**config.mk**
```make
export PLATFORM = sky130hd
export DESIGN_NAME = fetch_ctrl
export DESIGN_NICKNAME = d
export VERILOG_FILES = /design/src/rtl/fetch_ctrl.sv
export SDC_FILE = /design/constraint.sdc
export NUM_CORES = 1
export LEC_CHECK = 0
export CORE_MARGIN = 5
export CORE_UTILIZATION = 35
export CTS_BUF_LIST = sky130_fd_sc_hd__clkbuf_8
export DETAILED_ROUTE_END_ITERATION = 16
export HOLD_SLACK_MARGIN = 0.08
export MAX_ROUTING_LAYER = met4
export PLACE_DENSITY = 0.55
export SETUP_SLACK_MARGIN = 0.15
export SYNTH_ARGS = -nofsm -noshare
export SYNTH_HDL_FRONTEND = slang
export SYNTH_SLANG_ARGS = --single-unit
```
**constraint.sdc**
```tcl
create_clock -name clk -period 2.7 [get_ports clk]
set_input_delay 0.54 -clock clk [delete_from_list [all_inputs] [get_ports clk]]
set_output_delay 0.54 -clock clk [all_outputs]
set_load 0.03 [all_outputs]
```
**src/rtl/fetch_ctrl.sv**
```systemverilog
`default_nettype none
// ============================================================================
//  Module      : fetch_ctrl
//  Description : Fetch-stage sequencer. Owns the fetch PC, drives the
//                instruction-bus request, and hands {pc, inst} to decode
//                through a registered output slot backed by a one-entry skid.
//                Handles redirects, decode back-pressure and the discard of
//                responses to requests made obsolete by a redirect.
//  Revision    : 1.0 - initial release
// ============================================================================
module fetch_ctrl #(
  parameter logic [63:0] RESET_PC = 64'h8000_0000,
  parameter int          INST_W   = 32
) (
  input  logic              clk,
  input  logic              reset,
  output logic              ireq_valid,
  output logic [63:0]       ireq_addr,
  input  logic              iresp_ok,
  input  logic [INST_W-1:0] iresp_data,
  input  logic              redirect_valid,
  input  logic [63:0]       redirect_pc,
  input  logic              stall,
  output logic              out_valid,
  output logic [63:0]       out_pc,
  output logic [INST_W-1:0] out_inst,
  output logic              busy
);

  // IDLE  : one cycle after reset, no request
  // FETCH : request at r_ireq_addr (== r_pc), responses are delivered
  // DRAIN : request kept up for an obsolete address, response is discarded
  // HOLD  : output slot and skid both full, fetch paused
  typedef enum logic [1:0] {
    ST_IDLE  = 2'd0,
    ST_FETCH = 2'd1,
    ST_DRAIN = 2'd2,
    ST_HOLD  = 2'd3
  } state_t;

  state_t            r_state;
  logic [63:0]       r_pc;          // next address to fetch (redirect target while draining)
  logic              r_ireq_valid;
  logic [63:0]       r_ireq_addr;   // held separately so DRAIN keeps the old address on the bus
  logic              r_out_valid;
  logic [63:0]       r_out_pc;
  logic [INST_W-1:0] r_out_inst;
  logic [63:0]       r_skid_pc;     // skid occupancy is implied by ST_HOLD
  logic [INST_W-1:0] r_skid_inst;
  logic              r_busy;

  logic              w_slot_free;
  logic              w_keep_out;
  logic [63:0]       w_pc_inc;

  // Output slot can take a new entry when empty or when decode consumes it now
  assign w_slot_free = !r_out_valid || !stall;
  assign w_keep_out  = r_out_valid && stall;
  assign w_pc_inc    = r_pc + 64'd4;   // wraps modulo 2^64

  // Sequencer: state, PC, bus request, output slot and skid, all registered
  always_ff @(posedge clk) begin
    if (!reset) begin
      r_state      <= ST_IDLE;
      r_pc         <= RESET_PC;
      r_ireq_valid <= 1'b0;
      r_ireq_addr  <= RESET_PC;
      r_out_valid  <= 1'b0;
      r_out_pc     <= 64'd0;
      r_out_inst   <= '0;
      r_skid_pc    <= 64'd0;
      r_skid_inst  <= '0;
      r_busy       <= 1'b0;
    end else begin
      case (r_state)
        ST_IDLE: begin
          r_state      <= ST_FETCH;
          r_ireq_valid <= 1'b1;
          r_busy       <= 1'b0;
          r_out_valid  <= 1'b0;
          if (redirect_valid) begin
            r_pc        <= redirect_pc;
            r_ireq_addr <= redirect_pc;
          end else begin
            r_ireq_addr <= r_pc;
          end
        end

        ST_FETCH: begin
          if (redirect_valid) begin
            r_pc        <= redirect_pc;
            r_out_valid <= 1'b0;
            if (iresp_ok) begin
              // Completed response belongs to the old stream: drop it
              r_ireq_addr <= redirect_pc;
              r_busy      <= 1'b0;
            end else begin
              // Request already on the bus cannot be withdrawn
              r_state <= ST_DRAIN;
              r_busy  <= 1'b1;
            end
          end else if (iresp_ok) begin
            r_pc        <= w_pc_inc;
            r_ireq_addr <= w_pc_inc;
            if (w_slot_free) begin
              r_out_valid <= 1'b1;
              r_out_pc    <= r_pc;
              r_out_inst  <= iresp_data;
            end else begin
              r_skid_pc    <= r_pc;
              r_skid_inst  <= iresp_data;
              r_state      <= ST_HOLD;
              r_ireq_valid <= 1'b0;
              r_busy       <= 1'b1;
            end
          end else begin
            r_out_valid <= w_keep_out;
          end
        end

        ST_DRAIN: begin
          // Output slot was flushed on entry and nothing is loaded here
          r_out_valid <= 1'b0;
          if (redirect_valid) begin
            r_pc <= redirect_pc;
          end
          if (iresp_ok) begin
            r_state     <= ST_FETCH;
            r_busy      <= 1'b0;
            r_ireq_addr <= redirect_valid ? redirect_pc : r_pc;
          end
        end

        ST_HOLD: begin
          if (redirect_valid) begin
            r_pc         <= redirect_pc;
            r_ireq_addr  <= redirect_pc;
            r_out_valid  <= 1'b0;
            r_state      <= ST_FETCH;
            r_ireq_valid <= 1'b1;
            r_busy       <= 1'b0;
          end else if (!stall) begin
            r_out_valid  <= 1'b1;
            r_out_pc     <= r_skid_pc;
            r_out_inst   <= r_skid_inst;
            r_state      <= ST_FETCH;
            r_ireq_valid <= 1'b1;
            r_busy       <= 1'b0;
          end
        end

        default: begin
          r_state      <= ST_IDLE;
          r_ireq_valid <= 1'b0;
          r_out_valid  <= 1'b0;
          r_busy       <= 1'b0;
        end
      endcase
    end
  end

  assign ireq_valid = r_ireq_valid;
  assign ireq_addr  = r_ireq_addr;
  assign out_valid  = r_out_valid;
  assign out_pc     = r_out_pc;
  assign out_inst   = r_out_inst;
  assign busy       = r_busy;

endmodule
`default_nettype wire

```
# Yosys cells after proc, flatten, opt, wreduce, memory -nomap -nowiden
# Index checks and enable logic that the tools add are counted.
[op_classes] n_mux=48 bitwise_logic=2 addsub=1 reduce_logical=16 eq_ne=16
[ops] operator="64-bit two-way mux" count=12
[ops] operator="64-bit one-hot mux with 2 select lines" count=2
[ops] operator="64-bit one-hot mux with 4 select lines" count=1
[ops] operator="32-bit two-way mux" count=5
[ops] operator="64-bit by 3-bit adder with 64-bit output (second input constant)" count=1
[ops] operator="32-bit one-hot mux with 2 select lines" count=1
[ops] operator="1-bit two-way mux" count=16
[ops] operator="2-bit inequality test (second input constant)" count=8
[ops] operator="2-bit two-way mux" count=7
[ops] operator="3-bit inequality test (second input constant)" count=4
[ops] operator="5-bit AND reduction" count=2
[ops] operator="2-bit one-hot mux with 4 select lines" count=1
[ops] operator="4-bit AND reduction" count=2
[ops] operator="1-bit one-hot mux with 3 select lines" count=2
[ops] operator="6-bit AND reduction" count=1
[ops] operator="2-bit equality test (second input constant)" count=2
[ops] operator="4-bit inequality test (second input constant)" count=1
[ops] operator="1-bit one-hot mux with 4 select lines" count=1
[ops] operator="3-bit AND reduction" count=1
[ops] operator="3-bit nonzero test" count=1
[ops] operator="3-bit OR reduction" count=1
[ops] operator="2-bit by 1-bit equality test with 1-bit output (second input constant)" count=1
[ops] operator="1-bit zero test" count=2
[ops] operator="2-bit zero test" count=1
[ops] operator="other kinds (6)" count=7
[word_totals] reg_bits=325 output_inout_bits=163 elab_cells=93

# Depth between registers and ports, before layout
[depth] word_depth=6 mapped_depth=10 ltp_nobuf=8

# Least setup slack after synthesis
# OpenSTA, ideal clock, no wires.
[synth_timing] path_kind="register -> register" from="reg r_pc[3]" to="reg r_ireq_addr[20], in the netlist ireq_addr[20]" arrival_time_ns=2.373 n_path_buf=1 setup_slack_ns=0.195 stages_incl_launch_ff=9 period_less_slack_ns=2.505 setup_time_ns=0.132 cell_sequence="dfxtp_1 -> ha_1 -> nand3_1 -> or4_1 -> buf_2 -> or3_1 -> xnor2_1 -> a221oi_1 -> a21oi_1"
[synth_via] elab_chain_cells=4
[synth_rtl] item="start: declaration" line_no="42" text="logic [63:0] r_pc;"
[synth_rtl] item="start signal: assignment" line_no="82" text="r_pc <= redirect_pc;"
[synth_rtl] item="start signal: assignment" line_no="91" text="r_pc <= redirect_pc;"
[synth_rtl] item="start signal: assignment" line_no="103" text="r_pc <= w_pc_inc;"
[synth_rtl] item="64-bit by 3-bit adder with 64-bit output" line_no="59" text="assign w_pc_inc = r_pc + 64'd4;"
[synth_rtl] item="64-bit two-way mux" line_no="102" text="end else if (iresp_ok) begin"
[synth_rtl] item="64-bit two-way mux" line_no="90" text="if (redirect_valid) begin"
[synth_rtl] item="64-bit one-hot mux with 4 select lines" line_no="75" text="case (r_state)"
[synth_rtl] item="end signal: assignment" line_no="83" text="r_ireq_addr <= redirect_pc;"
[synth_rtl] item="end signal: assignment" line_no="95" text="r_ireq_addr <= redirect_pc;"
[synth_rtl] item="end signal: assignment" line_no="104" text="r_ireq_addr <= w_pc_inc;"
[synth_rtl] item="end: declaration" line_no="44" text="logic [63:0] r_ireq_addr;"
# No other way between the ends. The select of a mux whose other input is x is not followed.
# A chain may end at the register's enable or synchronous reset.

# Final worst setup path
[layout_timing] from="reg r_pc[3]" to="reg r_pc[60]"
[layout_via] elab_chain_cells=4
[layout_rtl] item="64-bit by 3-bit adder with 64-bit output" line_no="59"
[layout_rtl] item="64-bit two-way mux" line_no="102"
[layout_rtl] item="64-bit two-way mux" line_no="90"
[layout_rtl] item="64-bit one-hot mux with 2 select lines" line_no="75"
# No other way between the ends. The select of a mux whose other input is x is not followed.

==> results.txt <==
The tree built by TritonCTS fans out to 325 sinks. At the pin with the least slew margin, the transition time is 0.767 ns. The worst setup slack before clock tree synthesis is 0.0906 ns. The maximum buffer depth of the clock tree came out at 3. The critical setup path kind is flip-flop to flip-flop. The worst IR drop on VDD is 0.000333 V.

Once layout is done, the placed cells without fillers occupy 0.0207 mm^2. The remaining global-route overflow is 0. The count of hold-fix buffers inserted at cts is 0. The worst-case hold slack is 0.246 ns. The layout overhead on the synthesized area came out at 34.1%. Yosys mapped a number of flops with a built-in enable equal to 0. The count of synthesis-stage warnings from yosys came out at 0. The total core area came out at 0.0439 mm^2. The via count of the first global-routing pass is 14,700. Counting instances in the post-synthesis netlist gives the leading cell types as sky130_fd_sc_hd__dfxtp_1 (325), sky130_fd_sc_hd__nand2_1 (313), sky130_fd_sc_hd__a21oi_1 (206), sky130_fd_sc_hd__clkbuf_1 (157), sky130_fd_sc_hd__nor2_1 (152). The share of the core filled with cells came out at 47.1%.

The row count came out at 77. The final count of hold timing violations was 0. Sequential cells were found to cover 42.2% of the synthesized design area. Counting the buffers created by CTS gives 59. In this run the mean area of a mapped cell was 8.01 um^2. The largest driver fanout on the critical path is 6.

The cell type with the highest aggregate area in the netlist is sky130_fd_sc_hd__dfxtp_1. The clock-pin transition on the worst setup and hold timing paths came out at 0.07 ns. The share of the clock period used by the worst path after layout is 92.2%. The most frequently used flop master after synthesis is sky130_fd_sc_hd__dfxtp_1. The power per unit of standard cell area is 646 mW/mm^2. The routed wirelength normalized by instance count is 20.4 um. The remaining max-slew budget at the tightest pin came out at 48.9%. The largest individual stage delay along the critical path comes from the cell sky130_fd_sc_hd__or4_4.

The worst path in the final design needs a cycle of 2.49 ns, including I/O delays and setup. The count of input and output buffers came out at 263. By instance count, the leading cell after synthesis is sky130_fd_sc_hd__dfxtp_1. The net count of the finished layout is 2,298. Setup repair after global routing left no endpoint under its margin. The maximum clock skew at final layout is 0.0219 ns. The first routing iteration left 1,231 violations. The pin count of the biggest net entering global routing came out at 77. The count of final max-slew check failures is 0.

In this run the clock root is driven by a sky130_fd_sc_hd__clkbuf_8. The flow ran to the end, and the final reports show no timing, DRC or antenna violations. Among the stages of the critical path, the cell type that occurs most often is sky130_fd_sc_hd__or4_4. The half-perimeter wire length of the detailed placement result came out at 39,600 um. For this configuration, the core starts out at a cell density of 35.1%.

The final worst setup slack came out at 0.210 ns. The post-route netlist has 12.1% of its cells at a drive strength greater than 1. The synthesized instance count is 1,925.

The first global-routing pass estimated 87,900 um of wire. The critical path data arrival time is 3.00 ns. The floorplan die area came out at 0.0484 mm^2. The worst setup path is captured at a flip-flop. The placer's final routability congestion estimate is 0.899. Based on the critical path, the design can be clocked at up to 0.402 GHz.

The count of nets left with antenna violations after detail routing came out at 0. The overall routing resource usage came out at 23.8%. The area of combinational cells with multiple inputs is 0.00821 mm^2. The combined area of all synthesized cells came out at 0.0154 mm^2.

The total setup violations reported at the end of the flow came out at 0. Registers take 0.00651 mm^2. The number of synthesized register bits is 325. The total power came out at 13.4 mW.

The critical path goes through ha_2 -> nand3_2 -> or4_4 -> or4_4 -> nor4_4 -> xnor2_1 -> a21oi_1. The die extent in x is 220 um. The leakage power of the design is 6.94 nW. The number of cells after detailed placement is 2,719. The stage delay of the slowest cell on the critical path is 0.62 ns. For the worst setup path, the data required time is 3.21 ns. The unique cell type count in the Yosys netlist is 61. The filler-free cell count of the finished design came out at 2,830. The number of vias after detailed routing came out at 15,300.

STA classifies the critical path startpoint as a flip-flop. In this run the worst hold path is classified as input pin to flip-flop. The fill cell instance count of the final layout came out at 4,296. The total wirelength of the detailed-routed design came out at 57,800 um. The fraction of synthesis flops using an asynchronous set or reset pin is 0%. The clock tree from TritonCTS is done.

The initial antenna violation count is 1. The number of vias per cell came out at 5.40. The area share of the largest cell type after synthesis is 42.2%. The number of max-cap violations came out at 0. The height of the die is 220 um. The cell area after placement came out at 0.0193 mm^2.

In the post-synthesis netlist, the biggest area contributors are sky130_fd_sc_hd__dfxtp_1 (42%), sky130_fd_sc_hd__nand2_1 (7.6%), sky130_fd_sc_hd__a21oi_1 (6.7%), sky130_fd_sc_hd__mux2i_1 (6.4%), sky130_fd_sc_hd__a211oi_1 (4.9%). The pre-antenna-repair detailed-routing pass consisted of 5 iterations. The setup TNS came out at 0 ns. The number of levels the H-tree was split into is 2. The post-synthesis net count is 2,030. In this run the count of I/O pins placed on the die edge is 264. The post-route DRC violation count came out at 0.

The clock latency on the worst-skew pair is 0.66 ns.
where the power goes:
group          switching (mW)  internal, mW  total [mW]
Clock                    2.16          2.86        5.01
Sequential              0.243          5.13        5.37
Combinational            1.79          1.18        2.97
flip-flops by register name, indices dropped and copies added (netlist names):
name / count
ireq_addr: 64
out_pc: 64
r_pc: 64
r_skid_pc: 64
out_inst: 32
r_skid_inst: 32
r_state: 2
busy: 1
ireq_valid: 1
out_valid: 1
final cells by class:
cell class | instances | area share [%]
antenna | 2 | 0.0242
tap | 592 | 3.58
inverter | 17 | 0.333
clock inverter | 22 | 0.684
clock buffer | 82 | 5.46
multi-input combinational | 1390 | 39.7
timing repair buffer | 400 | 18.8
sequential | 325 | 31.5
path summary, 6_finish.rpt:
path                       from       endpoint  slack, ns  depth (start not counted)
hold reg to reg   r_skid_pc[10]  r_skid_pc[10]       0.45                          2
hold / removal            reset       r_pc[31]       0.25                          2
setup reg to reg        r_pc[3]       r_pc[60]       0.21                          7
setup / recovery        r_pc[3]       r_pc[60]       0.21                          7
critical path, delay by kind of cell (launching register included):
family	cells	cell delay (ns)
flops	1	0.34
fa+ha+maj	1	0.20
compound gates	1	0.08
xor+xnor	1	0.14
simple gates	4	1.59
cells in the final DEF (no fill, tap or decap), types with 4 or more instances in the layout:
cell type                           n
sky130_fd_sc_hd__buf_4            119
sky130_fd_sc_hd__and3_1            12
sky130_fd_sc_hd__nor2_1           149
sky130_fd_sc_hd__nand3_1           24
sky130_fd_sc_hd__o21ai_0           97
sky130_fd_sc_hd__mux2i_1           99
sky130_fd_sc_hd__xor2_1            23
sky130_fd_sc_hd__dfxtp_1          323
sky130_fd_sc_hd__a21oi_1          205
sky130_fd_sc_hd__or3_1             13
sky130_fd_sc_hd__nor4_2             4
sky130_fd_sc_hd__a221oi_1          13
sky130_fd_sc_hd__nand4_1           24
sky130_fd_sc_hd__clkinv_2           5
sky130_fd_sc_hd__xnor2_1           61
sky130_fd_sc_hd__o21bai_1           4
sky130_fd_sc_hd__clkdlybuf4s50_1  261
sky130_fd_sc_hd__clkbuf_8          82
sky130_fd_sc_hd__o21ai_1            5
sky130_fd_sc_hd__or2_2              5
sky130_fd_sc_hd__buf_12            18
sky130_fd_sc_hd__nand2_1          313
sky130_fd_sc_hd__o21a_1             9
sky130_fd_sc_hd__a31oi_1           20
sky130_fd_sc_hd__or4_4              5
sky130_fd_sc_hd__o221ai_1          22
sky130_fd_sc_hd__nor4_1            19
sky130_fd_sc_hd__nor3_1            54
sky130_fd_sc_hd__inv_1             30
sky130_fd_sc_hd__o31ai_1            4
sky130_fd_sc_hd__o211a_1            8
sky130_fd_sc_hd__o211ai_1          18
sky130_fd_sc_hd__nand2b_1          20
sky130_fd_sc_hd__o22ai_1            4
sky130_fd_sc_hd__a211oi_1          99
logic make-up (layout without fill, tap and decap cells):
group,Yosys count,count (layout),synth area share (%)
flip-flops,325,325,42.2
XOR/XNOR,84,84,4.77
adder cells (fa/ha/maj),4,4,0.325
multiplexers,99,99,6.42
AND/OR/NAND/NOR,671,671,19.6
AO/OA/AOI/OAI,532,532,21.3
other,0,2,0
buffers and inverters,210,521,5.38
per-layer routing:
layer | vias up | wire, um | GRT usage, %
met1 | 7203 | 25500 | 31.3
met2 | 588 | 26700 | 37.1
met3 | 130 | 3890 | 4.26
met5 | - | 0 | -
met4 | 0 | 1790 | 8.36
li1 | 7349 | - | -
timing repair:
item,in CTS,in global routing
setup endpoints to repair,7,71
gates cloned,0,0
hold endpoints to repair,0,0
buffers inserted,0,5
pin swaps,0,6
gates resized for setup,2,14
(Power assumes the default switching activity.)
